## config.mk

```make
export PLATFORM = sky130hd
export DESIGN_NAME = rr_arbiter_onehot
export DESIGN_NICKNAME = d
export VERILOG_FILES = /design/src/rtl/rr_arbiter_pkg.sv /design/src/rtl/rr_arbiter_select.sv /design/src/rtl/rr_arbiter_onehot.sv
export SDC_FILE = /design/constraint.sdc
export NUM_CORES = 1
export LEC_CHECK = 0
export CAP_MARGIN = 20
export CORE_MARGIN = 2
export CORE_UTILIZATION = 52
export DETAILED_ROUTE_END_ITERATION = 8
export GPL_ROUTABILITY_DRIVEN = 0
export GPL_TIMING_DRIVEN = 0
export PLACE_DENSITY = 0.87
export SLEW_MARGIN = 30
export SYNTH_ARGS = -nofsm -noshare
export SYNTH_HDL_FRONTEND = slang
export SYNTH_SLANG_ARGS = --single-unit
export TNS_END_PERCENT = 1
```

## constraint.sdc

```tcl
create_clock -name clk -period 8 [get_ports clk]
set_input_delay 1.6 -clock clk [delete_from_list [all_inputs] [get_ports clk]]
set_output_delay 1.6 -clock clk [all_outputs]
set_load 0.01 [all_outputs]
```

## src/rtl/rr_arbiter_pkg.sv

```systemverilog
// Shared helpers for the round-robin arbiter.
//   ptr_next      : advance a requester index by one with an explicit wrap at
//                   the requester count (no power-of-two assumption).
//   onehot_to_idx : OR-encode a one-hot vector into its binary index. There
//                   is no priority chain, so the input must be one-hot or zero.
// MAX_WIDTH bounds the vector width accepted by onehot_to_idx. Arbiter WIDTH
// must not exceed it.
package rr_arbiter_pkg;

    localparam int MAX_WIDTH = 256;

    function automatic logic [31:0] ptr_next(input logic [31:0] k,
                                             input logic [31:0] width);
        return (k + 32'd1 == width) ? 32'd0 : k + 32'd1;
    endfunction

    function automatic logic [31:0] onehot_to_idx(input logic [MAX_WIDTH-1:0] onehot);
        logic [31:0] idx;
        idx = '0;
        for (int i = 0; i < MAX_WIDTH; i++) begin
            if (onehot[i]) idx = idx | 32'(i);
        end
        return idx;
    endfunction

endpackage

```

## src/rtl/rr_arbiter_select.sv

```systemverilog
// Combinational round-robin winner selection.
// Ports:
//   req       : request levels, WIDTH bits
//   ptr       : index of the highest-priority requester
//   grant     : one-hot winner (all-zero when req is zero)
//   grant_idx : binary index of the winner
// The selection is a masked double scan. Requests at or above ptr are tried
// first. If none of them is set, the lowest set request overall wins, which
// is the wrap-around half of the scan.
module rr_arbiter_select
    import rr_arbiter_pkg::*;
#(
    parameter int WIDTH     = 32,
    parameter int WIDTH_LOG = (WIDTH == 1) ? 1 : $clog2(WIDTH)
) (
    input  logic [WIDTH-1:0]     req,
    input  logic [WIDTH_LOG-1:0] ptr,
    output logic [WIDTH-1:0]     grant,
    output logic [WIDTH_LOG-1:0] grant_idx
);

    logic [WIDTH-1:0] mask;
    logic [WIDTH-1:0] masked;

    always_comb begin
        // NOTE: every output of a combinational block gets a value on every
        // path, so no latch is inferred.
        mask      = '0;
        masked    = '0;
        grant     = '0;
        grant_idx = '0;
        for (int i = 0; i < WIDTH; i++) begin
            mask[i] = (i >= int'(ptr));
        end
        masked = req & mask;
        // x & -x isolates the lowest set bit, so the result is always one-hot
        // or zero.
        grant     = (|masked) ? (masked & -masked) : (req & -req);
        grant_idx = WIDTH_LOG'(onehot_to_idx(MAX_WIDTH'(grant)));
    end

endmodule

```

## src/rtl/rr_arbiter_onehot.sv

```systemverilog
// Registered round-robin arbiter feeding the one-hot encoder stage.
// Ports:
//   clk, rst_n : rising-edge clock, asynchronous active-low reset
//   req        : per-requester request levels
//   req_ack    : one-hot pulse, the requester is consumed this cycle
//   out_vld    : output register holds a grant
//   out_rdy    : consumer accepts the grant
//   out_onehot : granted requester, one-hot, zero when out_vld is low
//   out_idx    : binary grant index (only with RR_ARBITER_ONEHOT_IDX_EN)
// Macro RR_ARBITER_ONEHOT_IDX_EN adds the out_idx port and its register.
// out_onehot comes only from flops. out_rdy reaches req_ack through the
// load condition, but it never reaches the output vector.
module rr_arbiter_onehot
    import rr_arbiter_pkg::*;
#(
    parameter int WIDTH = 32,
    localparam int WIDTH_LOG = (WIDTH == 1) ? 1 : $clog2(WIDTH)
) (
    input  logic                 clk,
    input  logic                 rst_n,
    input  logic [WIDTH-1:0]     req,
    output logic [WIDTH-1:0]     req_ack,
    output logic                 out_vld,
    input  logic                 out_rdy,
    output logic [WIDTH-1:0]     out_onehot
`ifdef RR_ARBITER_ONEHOT_IDX_EN
    ,
    output logic [WIDTH_LOG-1:0] out_idx
`endif
);

    logic [WIDTH_LOG-1:0] ptr;
    logic [WIDTH-1:0]     winner;
    logic [WIDTH_LOG-1:0] winner_idx;
    logic                 load;

    rr_arbiter_select #(
        .WIDTH     (WIDTH),
        .WIDTH_LOG (WIDTH_LOG)
    ) u_select (
        .req       (req),
        .ptr       (ptr),
        .grant     (winner),
        .grant_idx (winner_idx)
    );

    // A stalled register does not sample requests. An empty or draining
    // register takes a new winner on the same edge.
    assign load = (|req) & (~out_vld | out_rdy);

    // The ack is gated by rst_n so that no requester sees itself consumed
    // while the register is held in reset.
    assign req_ack = (load & rst_n) ? winner : '0;

    always_ff @(posedge clk or negedge rst_n) begin
        // NOTE: state is updated with non-blocking assignments only, so every
        // register samples pre-edge values regardless of statement order.
        // All state is reset, including ptr, so requester 0 has top priority
        // after reset.
        if (!rst_n) begin
            out_vld    <= 1'b0;
            out_onehot <= '0;
            ptr        <= '0;
        end else if (load) begin
            out_vld    <= 1'b1;
            out_onehot <= winner;
            ptr        <= WIDTH_LOG'(ptr_next(32'(winner_idx), 32'(WIDTH)));
        end else if (out_vld & out_rdy) begin
            out_vld    <= 1'b0;
            out_onehot <= '0;
        end
    end

`ifdef RR_ARBITER_ONEHOT_IDX_EN
    // The index register follows exactly the same update rules as out_onehot.
    always_ff @(posedge clk or negedge rst_n) begin
        if (!rst_n) begin
            out_idx <= '0;
        end else if (load) begin
            out_idx <= winner_idx;
        end else if (out_vld & out_rdy) begin
            out_idx <= '0;
        end
    end
`endif

endmodule

```

Yosys cells after proc, flatten, opt, wreduce, memory -nomap -nowiden:

Index checks and enable logic that the tools add are counted.

* memories kept: 0
* latch bits: 0
* input port bits: 35
* RAM bits: 0
* output and inout bits: 65
* bits in registers: 38
* bits in read-only memories: 0

* div/mod/pow operators: 0
* equal/unequal tests: 1
* multipliers: 0
* reductions and logical operators: 3
* shifts and indexed selects: 0
* $lt $le $gt $ge: 31
* multiplexer cells: 40
* bitwise gates (word level): 8
* add/sub/neg operators: 3

Operators with widths (number)
* $mux W32: 5
* $and A32 B32 Y32: 3
* $mux W5: 17
* $ge A5 B5 Y1 const A: 15
* $neg A32 Y32: 2
* $reduce_or A32 Y1: 2
* $ge A4 B5 Y1 const A: 8
* $mux W4: 8
* $ge A3 B5 Y1 const A: 4
* $mux W3: 4
* $ge A1 B5 Y1 const A: 2
* $ge A2 B5 Y1 const A: 2
* $add A5 B1 Y6 const B: 1
* $eq A6 B6 Y1 const B: 1
* $mux W1: 4
* $mux W2: 2
* $and A1 B1 Y1: 3
* $reduce_bool A2 Y1: 1
* $not A1 Y1: 1
* $or A1 B1 Y1: 1

Depth between registers and ports, before layout:

* word-level depth: 39
* gate-level depth with buffers: 17
* gate-level depth less buffers: 14

By module:

From an unflattened synthesis, not the netlist that was laid out.

* cells, all modules: 506
* area, all modules: 4192.8 µm²

Modules (own cells, without submodules)
* rr_arbiter_onehot: cells each 220, area each 2244.7 µm², times used 1
* rr_arbiter_select: cells each 286, area each 1948.1 µm², times used 1

Worst setup path before layout:

No wires, ideal clock.

* kind: input to output
* from: input req[6]
* to: output req_ack[16]
* arrival time: 3.851 ns
* required time: 6.400 ns
* slack: 2.549 ns
* buffers on the path: 2
* stages on the path: 12
* cell sequence: nor4_1 > and4b_1 > nand3_1 > nor4_4 > nand3_1 > nor3_1 > nand2b_1 > and2_1 > buf_2 > nand2_1 > buf_2 > nor2_1

* cells in the longest elaborated chain, start to end: 5
* elaborated cells on any way between the ends: 11
* classes of those cells: add/sub: 2; mux: 2; bitwise: 5; reduce/logical: 2

RTL lines
* start, declared: line rr_arbiter_onehot.sv:21 `input logic [WIDTH-1:0] req,`
* $and A32 B32 Y32: line rr_arbiter_select.sv:35 `masked = req & mask;`
* $neg A32 Y32: line rr_arbiter_select.sv:38 `grant = (|masked) ? (masked & -masked) : (req & -req);`
* $and A32 B32 Y32: line rr_arbiter_select.sv:38
* $mux W32: line rr_arbiter_select.sv:38
* $mux W32 (*): line rr_arbiter_onehot.sv:53 `assign req_ack = (load & rst_n) ? winner : '0;`
* end, declared: line rr_arbiter_onehot.sv:22 `output logic [WIDTH-1:0] req_ack,`

Every way passes the cells marked *; elsewhere a longest branch is shown, timed or not.

Worst setup path after layout:

* from: input req[6]
* to: output req_ack[11]

The elaborated chain is that of the path after synthesis.

==> results by group <==
Run status
  – Status: complete, no violations

Timing
  – Slew HR: 0.394
  – Fin. Hold Viols: 0
  – Period utilization: 0.892
  – # setup viols final: 0
  – Final worst path period need: 7.14 ns
  – Tightest Pin Transition: roughly 0.9 ns
  – Clock Skew: ~0.0058 ns
  – RSZ-0062 raised after global routing: no
  – FMAX: between 100 and 150 MHz
  – Setup TNS: 0 ns
  – Slew Viols, Final: 0

Min path
  – Hold Path Class: reg2reg
  – Worst Hold Path EP: out_onehot[5]
  – Hold Crit Depth: 2
  – Hold path start: out_onehot[5]

Clocking
  – CTS tree: yes
  – CTS hold repair buffers: 0
  – CTS buffer count: 5
  – Root Buffer: clkbuf_8
  – Clock Latency Late Sink: approximately 0.3 ns
  – Post-CTS setup repair buffer count: 0
  – Clock slew at reported path FFs: 0.08 ns
  – CTS resizes: 0
  – Max clock buf depth: 2
  – # H-tree levels: 2
  – CTS Sinks: 38

Synth
  – Synthesis Warnings: 0
  – Seq/Total Area, Yosys: 0.284
  – Mapped Area: roughly 3300 µm²
  – EDFF count, synth: 0
  – Synth Area per Inst: roughly 7.6 µm²
  – Yosys top cell area share: 0.284
  – Top_reg_cell synth: dfrtp_1
  – Synth Net Count: between 400 and 500
  – Largest area contributor in the netlist: dfrtp_1
  – Largest cells by area after synthesis: dfrtp_1 28%, o21ai_0 6.9%, nand2_1 6.5%, nor2_1 5.8%, nand3_1 2.7%
  – Cell count after synthesis: between 400 and 500
  – Seq cells post-synth: 38
  – Distinct cells, synth: 73
  – Async SR Flop Fraction: 1.00

Worst setup path
  – CP max-delay cell: nor4_1
  – Cells on worst reg2reg path: 16
  – Critical Path AT: roughly 5.5 ns
  – Worst Setup Start Kind: input pin
  – Beginning of the worst register-to-register path: ptr[1]
  – Critical Path Fanout Max: 10
  – Crit-path max cell delay: 0.56 ns
  – FF-to-FF End: ptr[4]
  – Critical path class: in2out
  – Flop2flop setup slack: between 3 and 4 ns
  – Crit-path cells: clkdlybuf4s50_1 > nor4_1 > and4b_1 > nand3_1 > nor4_4 > nand3_1 > nor3_1 > nand2b_1 > and2_1 > buf_2 > nand2_1 > buf_2 > nor2_1 > clkdlybuf4s50_1
  – Crit end category: output port
  – Worst Path Required: ~6.4 ns

Floorplan
  – # IOs: 100
  – Die area: 7090 µm²
  – Row cnt: 29
  – Chip height: ~84 µm
  – Core box area: roughly 6300 µm²
  – Starting Density: 0.533
  – Die Width: between 80 and 90 µm

Layout
  – Commonest non-fill, non-tap cell in the layout: clkdlybuf4s50_1
  – Antenna diodes: 0
  – Layout cell share with drive strength beyond 1: 0.0998
  – Filler Cell Count: 500
  – Synth-to-Final Area Change: 35.8%
  – Most frequent cells in the layout: 98 x clkdlybuf4s50_1, 58 x nand2_1, 52 x nor2_1
  – Fin nets: 586
  – Post-route cell area: approximately 4500 µm²

Detailed routing
  – TritonRoute pass-1 iters: 5
  – DRT antenna net count: 0
  – Vias: 4185
  – Total wire length: ~13000 µm
  – Initial DRC count: 512
  – DR vias/cell: 6.66
  – Residual DRC: 0
  – WL/cell: ~20 µm

Power
  – VDD IR max: about 0.00015 V
  – Power Density: 184 nW/µm²
  – Final Power: roughly 0.83 mW
  – Leakage Power: between 1.5 and 2 nW

Global routing
  – Largest net degree at the start of global routing: 31
  – Vias in the first global route: approximately 4000
  – GRT met2 Usage: 0.532
  – Antenna violations before repair: 0
  – Total congestion overflow: 0
  – GR Layer Usage met3: 0.0757
  – Met1 GRT Util: 0.472
  – GR Util All Layers: 0.350
  – First-pass GRT wire length: approximately 20000 µm
  – Busiest layer in global routing: met2

Placed design
  – Area of placed instances: about 4400 µm²
  – Port Buffers: 99
  – DP Wirelength: around 9600 µm

Flow run
  – Maxcap violations: 0
## how the worst max path moves through the flow
stage / startpoint / cells past startpoint / slack, ns / end
2_1_floorplan: req[6] / 12 / 2.55 / req_ack[16]
3_3_place_gp: req[6] / 14 / 0.96 / req_ack[6]
3_5_place_dp: req[6] / 14 / 1.01 / req_ack[11]
4_1_cts: req[6] / 14 / 0.97 / req_ack[11]
5_1_grt: req[7] / 14 / 0.58 / req_ack[11]
6_report: req[6] / 14 / 0.86 / req_ack[11]
## Yosys cell counts, types with 4 or more instances
cell type and number:
a21oi_1 14, a22o_1 8, and2_1 6, and3_1 12, buf_2 13, buf_6 4
clkbuf_1 4, dfrtp_1 38, inv_1 16, nand2_1 58, nand2b_1 6, nand3_1 18
nand4_1 8, nor2_1 52, nor2b_1 4, nor3_1 14, nor3b_1 5, nor4_1 13
o211ai_1 5, o21a_1 4, o21ai_0 46, o21ai_1 6, or2_2 4
## registers in the layout, indices dropped and copies added (netlist names)
name and cells:
out_vld 1, out_onehot 32, ptr 5
## critical path, delay by kind of cell
kind	cells	cell delay (ns)
buffers and inverters	4	1.44
AND/OR/NAND/NOR	10	2.49
## final cells by class
type	count	area [µm²]	share of cell area
Clock inverter	2	12.5	0.00275
Clock buffer	6	82.6	0.0182
Tap cell	77	96.3	0.0212
Multi-Input combinational cell	366	2190	0.483
Buffer	23	140	0.0308
Inverter	16	60.1	0.0132
Timing Repair Buffer	100	1010	0.221
Sequential cell	38	951	0.209
## power breakdown
part	internal (mW)	switching, mW	total (mW)
sequential	0.217	0.0165	0.233
combinational	0.177	0.286	0.463
clock	0.0692	0.0693	0.139
total	0.463	0.372	0.834
## routing by layer
| layer | vias to the layer above | part of all wire |
|---|---|---|
| met5 | - | 0 |
| met4 | 0 | 0.044 |
| met3 | 71 | 0.12 |
| met2 | 338 | 0.45 |
| met1 | 1915 | 0.39 |
| li1 | 1861 | - |
## through the flow
| step | cells | hold WS (ns) | worst slack (ns) | util |
|---|---|---|---|---|
| floorplan | 443 | 0.514 | 2.55 | - |
| detailed placement | 620 | 0.469 | 1.01 | 0.709 |
| global route | 628 | 0.523 | 0.583 | 0.724 |
| finish | 628 | 0.481 | 0.862 | 0.724 |
| global placement | 619 | 0.460 | 0.962 | 0.706 |
| CTS | 628 | 0.487 | 0.972 | 0.724 |
## kinds of logic after synthesis
logic type,share of synthesized area
and+or+nand+nor,0.393
AOI/OAI and AO/OA,0.254
DFF,0.284
buffers and inverters,0.0598
xor gates and xnor gates,0.00524
adders and majority gates,0.00374
Power figures use the tool's default switching activity.
